===== config.mk =====
export PLATFORM = sky130hd
export DESIGN_NAME = if_stage
export DESIGN_NICKNAME = d
export VERILOG_FILES = /design/src/rtl/types.sv /design/src/rtl/fetch_queue.sv /design/src/rtl/if_stage.sv
export SDC_FILE = /design/constraint.sdc
export NUM_CORES = 1
export LEC_CHECK = 0
export ABC_AREA = 1
export CAP_MARGIN = 25
export CELL_PAD_IN_SITES_DETAIL_PLACEMENT = 0
export CELL_PAD_IN_SITES_GLOBAL_PLACEMENT = 1
export CORE_MARGIN = 10
export CORE_UTILIZATION = 40
export CTS_BUF_LIST = sky130_fd_sc_hd__clkbuf_8
export DETAILED_ROUTE_END_ITERATION = 10
export PLACE_DENSITY = 0.77
export REMOVE_ABC_BUFFERS = 1
export SETUP_SLACK_MARGIN = 0.02
export SYNTH_ARGS = -nofsm -noshare
export SYNTH_HDL_FRONTEND = slang
export SYNTH_SLANG_ARGS = --single-unit

===== constraint.sdc =====
create_clock -name clk -period 9.75 [get_ports clk]
set_clock_uncertainty 0.1 [all_clocks]
set_input_delay 2.4375 -clock clk [delete_from_list [all_inputs] [get_ports clk]]
set_output_delay 2.4375 -clock clk [all_outputs]
set_load 0.1 [all_outputs]

===== src/rtl/types.sv =====
// Shared types for the instruction fetch stage: decode payload, fetch FSM states
// and the default reset fetch address.
package types;

   typedef struct packed {
      logic [31:0] ir;
      logic [31:0] ia_plus_4;
   } id_params_t;

   typedef enum logic [1:0] {
      S_BOOT  = 2'd0,
      S_FETCH = 2'd1,
      S_FLUSH = 2'd2
   } if_state_e;

   localparam logic [31:0] RESET_IA_DEFAULT = 32'h0000_0000;

   function automatic logic [31:0] ia_next(input logic [31:0] ia);
      return ia + 32'd4;
   endfunction

endpackage


===== src/rtl/fetch_queue.sv =====
// Two-entry in-order fetch queue: an entry is allocated at request handshake and
// filled by its response; the head is presented to decode once filled.
module fetch_queue
   import types::*;
(
   input  logic        clk,
   input  logic        rst,
   input  logic        flush,
   input  logic        alloc,
   input  logic [31:0] alloc_ia_plus_4,
   input  logic        fill,
   input  logic [31:0] fill_ir,
   input  logic        pop,
   output logic [1:0]  count,
   output logic [1:0]  filled,
   output logic        head_filled,
   output id_params_t  head_params
);

   logic [31:0] ir_mem   [2];
   logic [31:0] iap4_mem [2];
   logic        head;
   logic [1:0]  cnt;
   logic [1:0]  fcnt;
   logic        tail_idx;
   logic        fill_idx;

   // Fills complete in order, so the oldest unfilled entry sits fcnt slots past the head.
   assign tail_idx    = head ^ cnt[0];
   assign fill_idx    = head ^ fcnt[0];
   assign count       = cnt;
   assign filled      = fcnt;
   assign head_filled = (fcnt != 2'd0);
   assign head_params = '{ir: ir_mem[head], ia_plus_4: iap4_mem[head]};

   always_ff @(posedge clk) begin
      if (rst) begin
         head <= 1'b0;
         cnt  <= 2'd0;
         fcnt <= 2'd0;
         for (int i = 0; i < 2; i++) begin
            ir_mem[i]   <= '0;
            iap4_mem[i] <= '0;
         end
      end else if (flush) begin
         cnt  <= 2'd0;
         fcnt <= 2'd0;
      end else begin
         if (alloc) iap4_mem[tail_idx] <= alloc_ia_plus_4;
         if (fill)  ir_mem[fill_idx]   <= fill_ir;
         if (pop)   head               <= ~head;
         cnt  <= cnt  + {1'b0, alloc} - {1'b0, pop};
         fcnt <= fcnt + {1'b0, fill}  - {1'b0, pop};
      end
   end

endmodule


===== src/rtl/if_stage.sv =====
// Instruction fetch stage with 2-credit flow control and branch redirect/discard.
// Define MINA_IF_BYPASS_EN to forward a response straight to decode when the queue head is waiting for it.
module if_stage
   import types::*;
#(
   parameter logic [31:0] RESET_IA = RESET_IA_DEFAULT
) (
   input  logic        clk,
   input  logic        rst,
   output logic        imem_req_valid,
   input  logic        imem_req_ready,
   output logic [31:0] imem_req_addr,
   input  logic        imem_rsp_valid,
   input  logic [31:0] imem_rsp_data,
   output logic        id_valid,
   input  logic        id_ready,
   output id_params_t  id_params,
   input  logic        branch_req,
   input  logic [31:0] branch_ia
);

   if_state_e   state;
   logic [31:0] ia;
   logic [1:0]  disc;
   logic [1:0]  q_count;
   logic [1:0]  q_filled;
   logic        head_filled;
   id_params_t  head_params;
   logic        req_hs;
   logic        pop;
   logic        branch_taken;
   logic        rsp_drop;
   logic        rsp_take;
   logic [1:0]  disc_dec;
   logic [1:0]  disc_branch;

   assign imem_req_addr  = ia;
   assign imem_req_valid = !rst && (state == S_FETCH) && (({1'b0, q_count} + {1'b0, disc}) < 3'd2);
   assign req_hs         = imem_req_valid && imem_req_ready;
   assign pop            = id_valid && id_ready;
   assign branch_taken   = branch_req && pop;
   assign rsp_drop       = imem_rsp_valid && ((disc != 2'd0) || branch_taken);
   assign rsp_take       = imem_rsp_valid && !rsp_drop;
   assign disc_dec       = disc - {1'b0, rsp_drop};
   // Everything still owed by memory at the redirect, minus a response landing this very cycle.
   assign disc_branch    = q_count - q_filled + {1'b0, req_hs} - {1'b0, imem_rsp_valid};

`ifdef MINA_IF_BYPASS_EN
   logic bypass;
   assign bypass = imem_rsp_valid && (disc == 2'd0) && (q_count != 2'd0) && (q_filled == 2'd0);
`endif

   always_comb begin
      id_valid  = 1'b0;
      id_params = '0;
      if (!rst && head_filled) begin
         id_valid  = 1'b1;
         id_params = head_params;
      end
`ifdef MINA_IF_BYPASS_EN
      else if (!rst && bypass) begin
         id_valid            = 1'b1;
         id_params.ir        = imem_rsp_data;
         id_params.ia_plus_4 = head_params.ia_plus_4;
      end
`endif
   end

   fetch_queue u_queue (
      .clk             (clk),
      .rst             (rst),
      .flush           (branch_taken),
      .alloc           (req_hs),
      .alloc_ia_plus_4 (ia_next(ia)),
      .fill            (rsp_take),
      .fill_ir         (imem_rsp_data),
      .pop             (pop),
      .count           (q_count),
      .filled          (q_filled),
      .head_filled     (head_filled),
      .head_params     (head_params)
   );

   always_ff @(posedge clk) begin
      if (rst) begin
         state <= S_BOOT;
         ia    <= RESET_IA;
         disc  <= 2'd0;
      end else begin
         if (branch_taken) ia <= branch_ia & ~32'd3;
         else if (req_hs)  ia <= ia_next(ia);
         case (state)
            S_BOOT:  state <= S_FETCH;
            S_FETCH: begin
               if (branch_taken) begin
                  state <= S_FLUSH;
                  disc  <= disc_branch;
               end
            end
            S_FLUSH: begin
               disc <= disc_dec;
               if (disc_dec == 2'd0) state <= S_FETCH;
            end
            default: state <= S_BOOT;
         endcase
      end
   end

endmodule


==> results.py <==
metrics = {
    "worst_setup_path": {
        "path_max_fanout": 39,
        "timing.critical_path.from_type": "input pin",
        "worst_setup_path_end_kind": "output port",
        "timing_worst_setup_path_type": "input pin to output port",
        "reg2reg_setup_slack_ns": 6.34,
        "worstReg2RegStart": "u_queue.count[0]$_SDFF_PP0_",
        "worst_ep_arrival_time_ns": 5.08,
        "timing.rr.end": "u_queue.iap4_mem[1][16]$_SDFFCE_PN0P_",
        "critical_path_required_ns": 7.21,
        "critPathLaunch": "rst",
        "worst_reg_to_reg_path_cell_count": 10,
    },
    "timing": {
        "postLayoutSetupSlackWorst_ns": 2.14,
        "period_needed_ns": 7.61,
        "period_share": 0.781,
        "clock.fmax_mhz": 131,
        "slew_headroom": 0.315,
        "setup_tns_final_ns": 0,
        "final-hold-violation-count": 0,
        "timing.final.setup_violations": 0,
        "setup_repair_after_global_routing_missed_its_margin": "false",
        "final_number_of_max_transition_violations": 0,
        "timing_worst_slew_pin_value_ns": 1.02,
    },
    "pwr": {
        "max-vdd-ir-drop_uv": 74.2,
        "power.density_mw_per_mm2": 187,
        "power_leakage_nw": 4.75,
        "total_power_mw": 2.06,
    },
    "global_route": {
        "grt_start_max_net_pins": 41,
        "global_route.usage.total": 0.162,
        "grt_pass1_vias": 6977,
        "grt_first_pass_wirelength_um": 37200,
        "number_of_antenna_violations_at_the_first_check_in_global_routing": 0,
        "globalRoute.totalOverflow": 0,
    },
    "route": {
        "wl_per_cell_um": 16.2,
        "postRouteWirelength_um": 23300,
        "drt-vias-per-instance": 4.78,
        "first_iter_violations": 368,
        "via_count": 6902,
        "drt-met1-wl_um": 10800,
        "routed-wl-met3_um": 1810,
        "topRoutingLayerUsed": "met4",
        "drtAntennaViolNets": 0,
        "detail_route.drc_violations": 0,
        "dr_wl_met2_um": 10500,
        "first_pass_iters": 5,
    },
    "clock_tree": {
        "ctsLongestPathBuffers": 2,
        "cts_tree": "built",
        "htree_num_levels": 4,
        "clock-root-buffer": "clkbuf_8",
        "clk_latency_ns": 0.45,
        "cts.clk_slew.worst_paths_ns": 0.10,
        "postCtsResizedCells": 0,
        "cts-hold-fix-buffers": 0,
        "clock_sinks": 164,
        "postCtsSetupRepairBufs": 0,
        "numCtsBuffers": 17,
    },
    "place": {
        "dpl.hpwl_um": 16700,
        "final_wtd_congestion": 0.880,
        "pre_cts_slack_ns": 2.06,
        "portBuffers": 161,
        "dpl.cell_count": 1412,
    },
    "cells_and_area": {
        "finish.net_count": 1230,
        "utilization": 0.502,
        "drive_above_1_share": 0.204,
        "n_antenna_cell": 0,
        "syn2layout_area_growth_pct": 22.5,
        "layout_commonest_cell": "nand2_1",
        "finalNonFillerCells": 1444,
        "layout.cells.most_common_list": "229 x nand2_1, 181 x inv_1, 124 x edfxtp_1, 100 x nor2_1, 98 x clkdlybuf4s50_1",
    },
    "min_path": {
        "hold_path_depth": 3,
        "worst_hold_end": "state[0]$_SDFFE_PP0P_",
        "origin_of_the_worst_min_delay_path": "state[0]$_SDFFE_PP0P_",
        "worst_hold_path_class": "flop to flop",
    },
    "floorplanning": {
        "initial_core_util": 0.410,
        "die-area_sq_mm": 0.0289,
        "die_h_um": 170,
        "floorplan.io_pins": 168,
        "fp.dieW_um": 170,
        "number_of_standard_cell_rows_in_the_floorplan": 54,
        "core_area_sq_mm": 0.0220,
    },
    "outcome": {
        "outcome": "complete, no violations",
    },
    "yosys": {
        "synth_edf_count": 124,
        "post_synth_instance_area_sq_mm": 0.00899,
        "ys_ff_latch": 164,
        "synth_flop_cell": "edfxtp_1",
        "synthesis.area_per_instance_sq_um": 9.00,
        "synth-async-reset-ratio": 0,
        "post_synth_top_area_cell": "edfxtp_1",
        "syn_inst": 999,
        "synth_warnings": 0,
        "post_synth_top_area_share": 0.414,
        "post_synth_num_cell_types": 40,
        "ys_seq_area_frac": 0.503,
        "top_area_cells_in_the_synthesized_netlist": "edfxtp_1 41%, nand2_1 9.6%, dfxtp_1 8.9%, mux2_2 7.8%, inv_1 7.5%",
    },
    "flow_run": {
        "cap_viol_max_count": 0,
    },
}
==> per-layer routing <==
metal / global-route usage / vias to the layer above
met3: 0.0486 / 11
met5: 0 / -
met4: 0.0366 / 0
met1: 0.215 / 3200
li1: - / 3493
met2: 0.254 / 198
==> logic make-up after synthesis <==
family | Yosys count | share of synthesized area
and+or+nand+nor | 454 | 0.240
buffers and inverters | 228 | 0.110
DFF | 164 | 0.503
AOI/OAI and AO/OA | 65 | 0.0389
muxes | 62 | 0.0776
xor gates and xnor gates | 16 | 0.0164
adders and majority gates | 9 | 0.0142
other | 1 | 0.000417
==> cell usage after synthesis, types with 3 or more instances <==
cell and count:
xor2_1 9, xnor2_1 6, buf_4 7, buf_2 11
nor2_1 100, a21oi_1 23, nand2_2 7, nand2_1 229
nor3_1 28, dfxtp_1 40, edfxtp_1 124, mux2_2 62
buf_1 5, inv_1 180, buf_6 6, a21boi_1 3
o21ai_0 30, nor3_2 40, o21ai_1 5, nand4_1 8
clkbuf_1 12, ha_1 7, nor2_2 3, nand3_1 28
nor2_4 3, buf_8 4
==> registers in the layout, indices dropped and copies added (netlist names), named ones only <==
name and cells:
u_queue.head 1, u_queue.count 2, u_queue.iap4_mem 60, disc 2
u_queue.filled 2, state 2, u_queue.ir_mem 64, imem_req_addr 30
==> worst max path at each step <==
stage	endpoint	slack, ns
finish	id_params[59]	2.14
floorplan	id_params[10]	2.87
global route	id_params[58]	1.91
detailed placement	id_params[42]	2.06
CTS	id_params[42]	2.06
global placement	id_params[41]	2.10
==> power by group <==
group	internal, mW	leakage (nW)	switching [mW]
clock	0.209	0.191	0.272
combinational	0.183	2.95	0.542
sequential	0.819	1.62	0.0348
==> through the flow <==
stage / hold WS, ns / instance area (sq um)
after CTS: 0.436 / 11000
after global placement: 0.414 / 10600
after global routing: 0.480 / 11000
after detailed placement: 0.418 / 10600
final: 0.437 / 11000
after floorplan: 0.389 / 8700
==> cell type report <==
| type | count | area, sq um |
|---|---|---|
| sequential | 164 | 4530 |
| tap | 280 | 350 |
| multi-input combinational | 610 | 3510 |
| clock inverter | 15 | 148 |
| inverter | 182 | 683 |
| fill | 2169 | 10900 |
| clock buffer | 17 | 234 |
| timing repair buffer | 176 | 1570 |
==> worst max-delay path: stages <==
cell and delay (ns):
clkdlybuf4s50_1 0.93, inv_2 0.27, o21ai_4 0.11, inv_2 0.56
buf_4 0.34, nand2_1 0.08, inv_1 0.05, buf_4 0.28
Note: power is estimated with default switching activity, not from simulation.
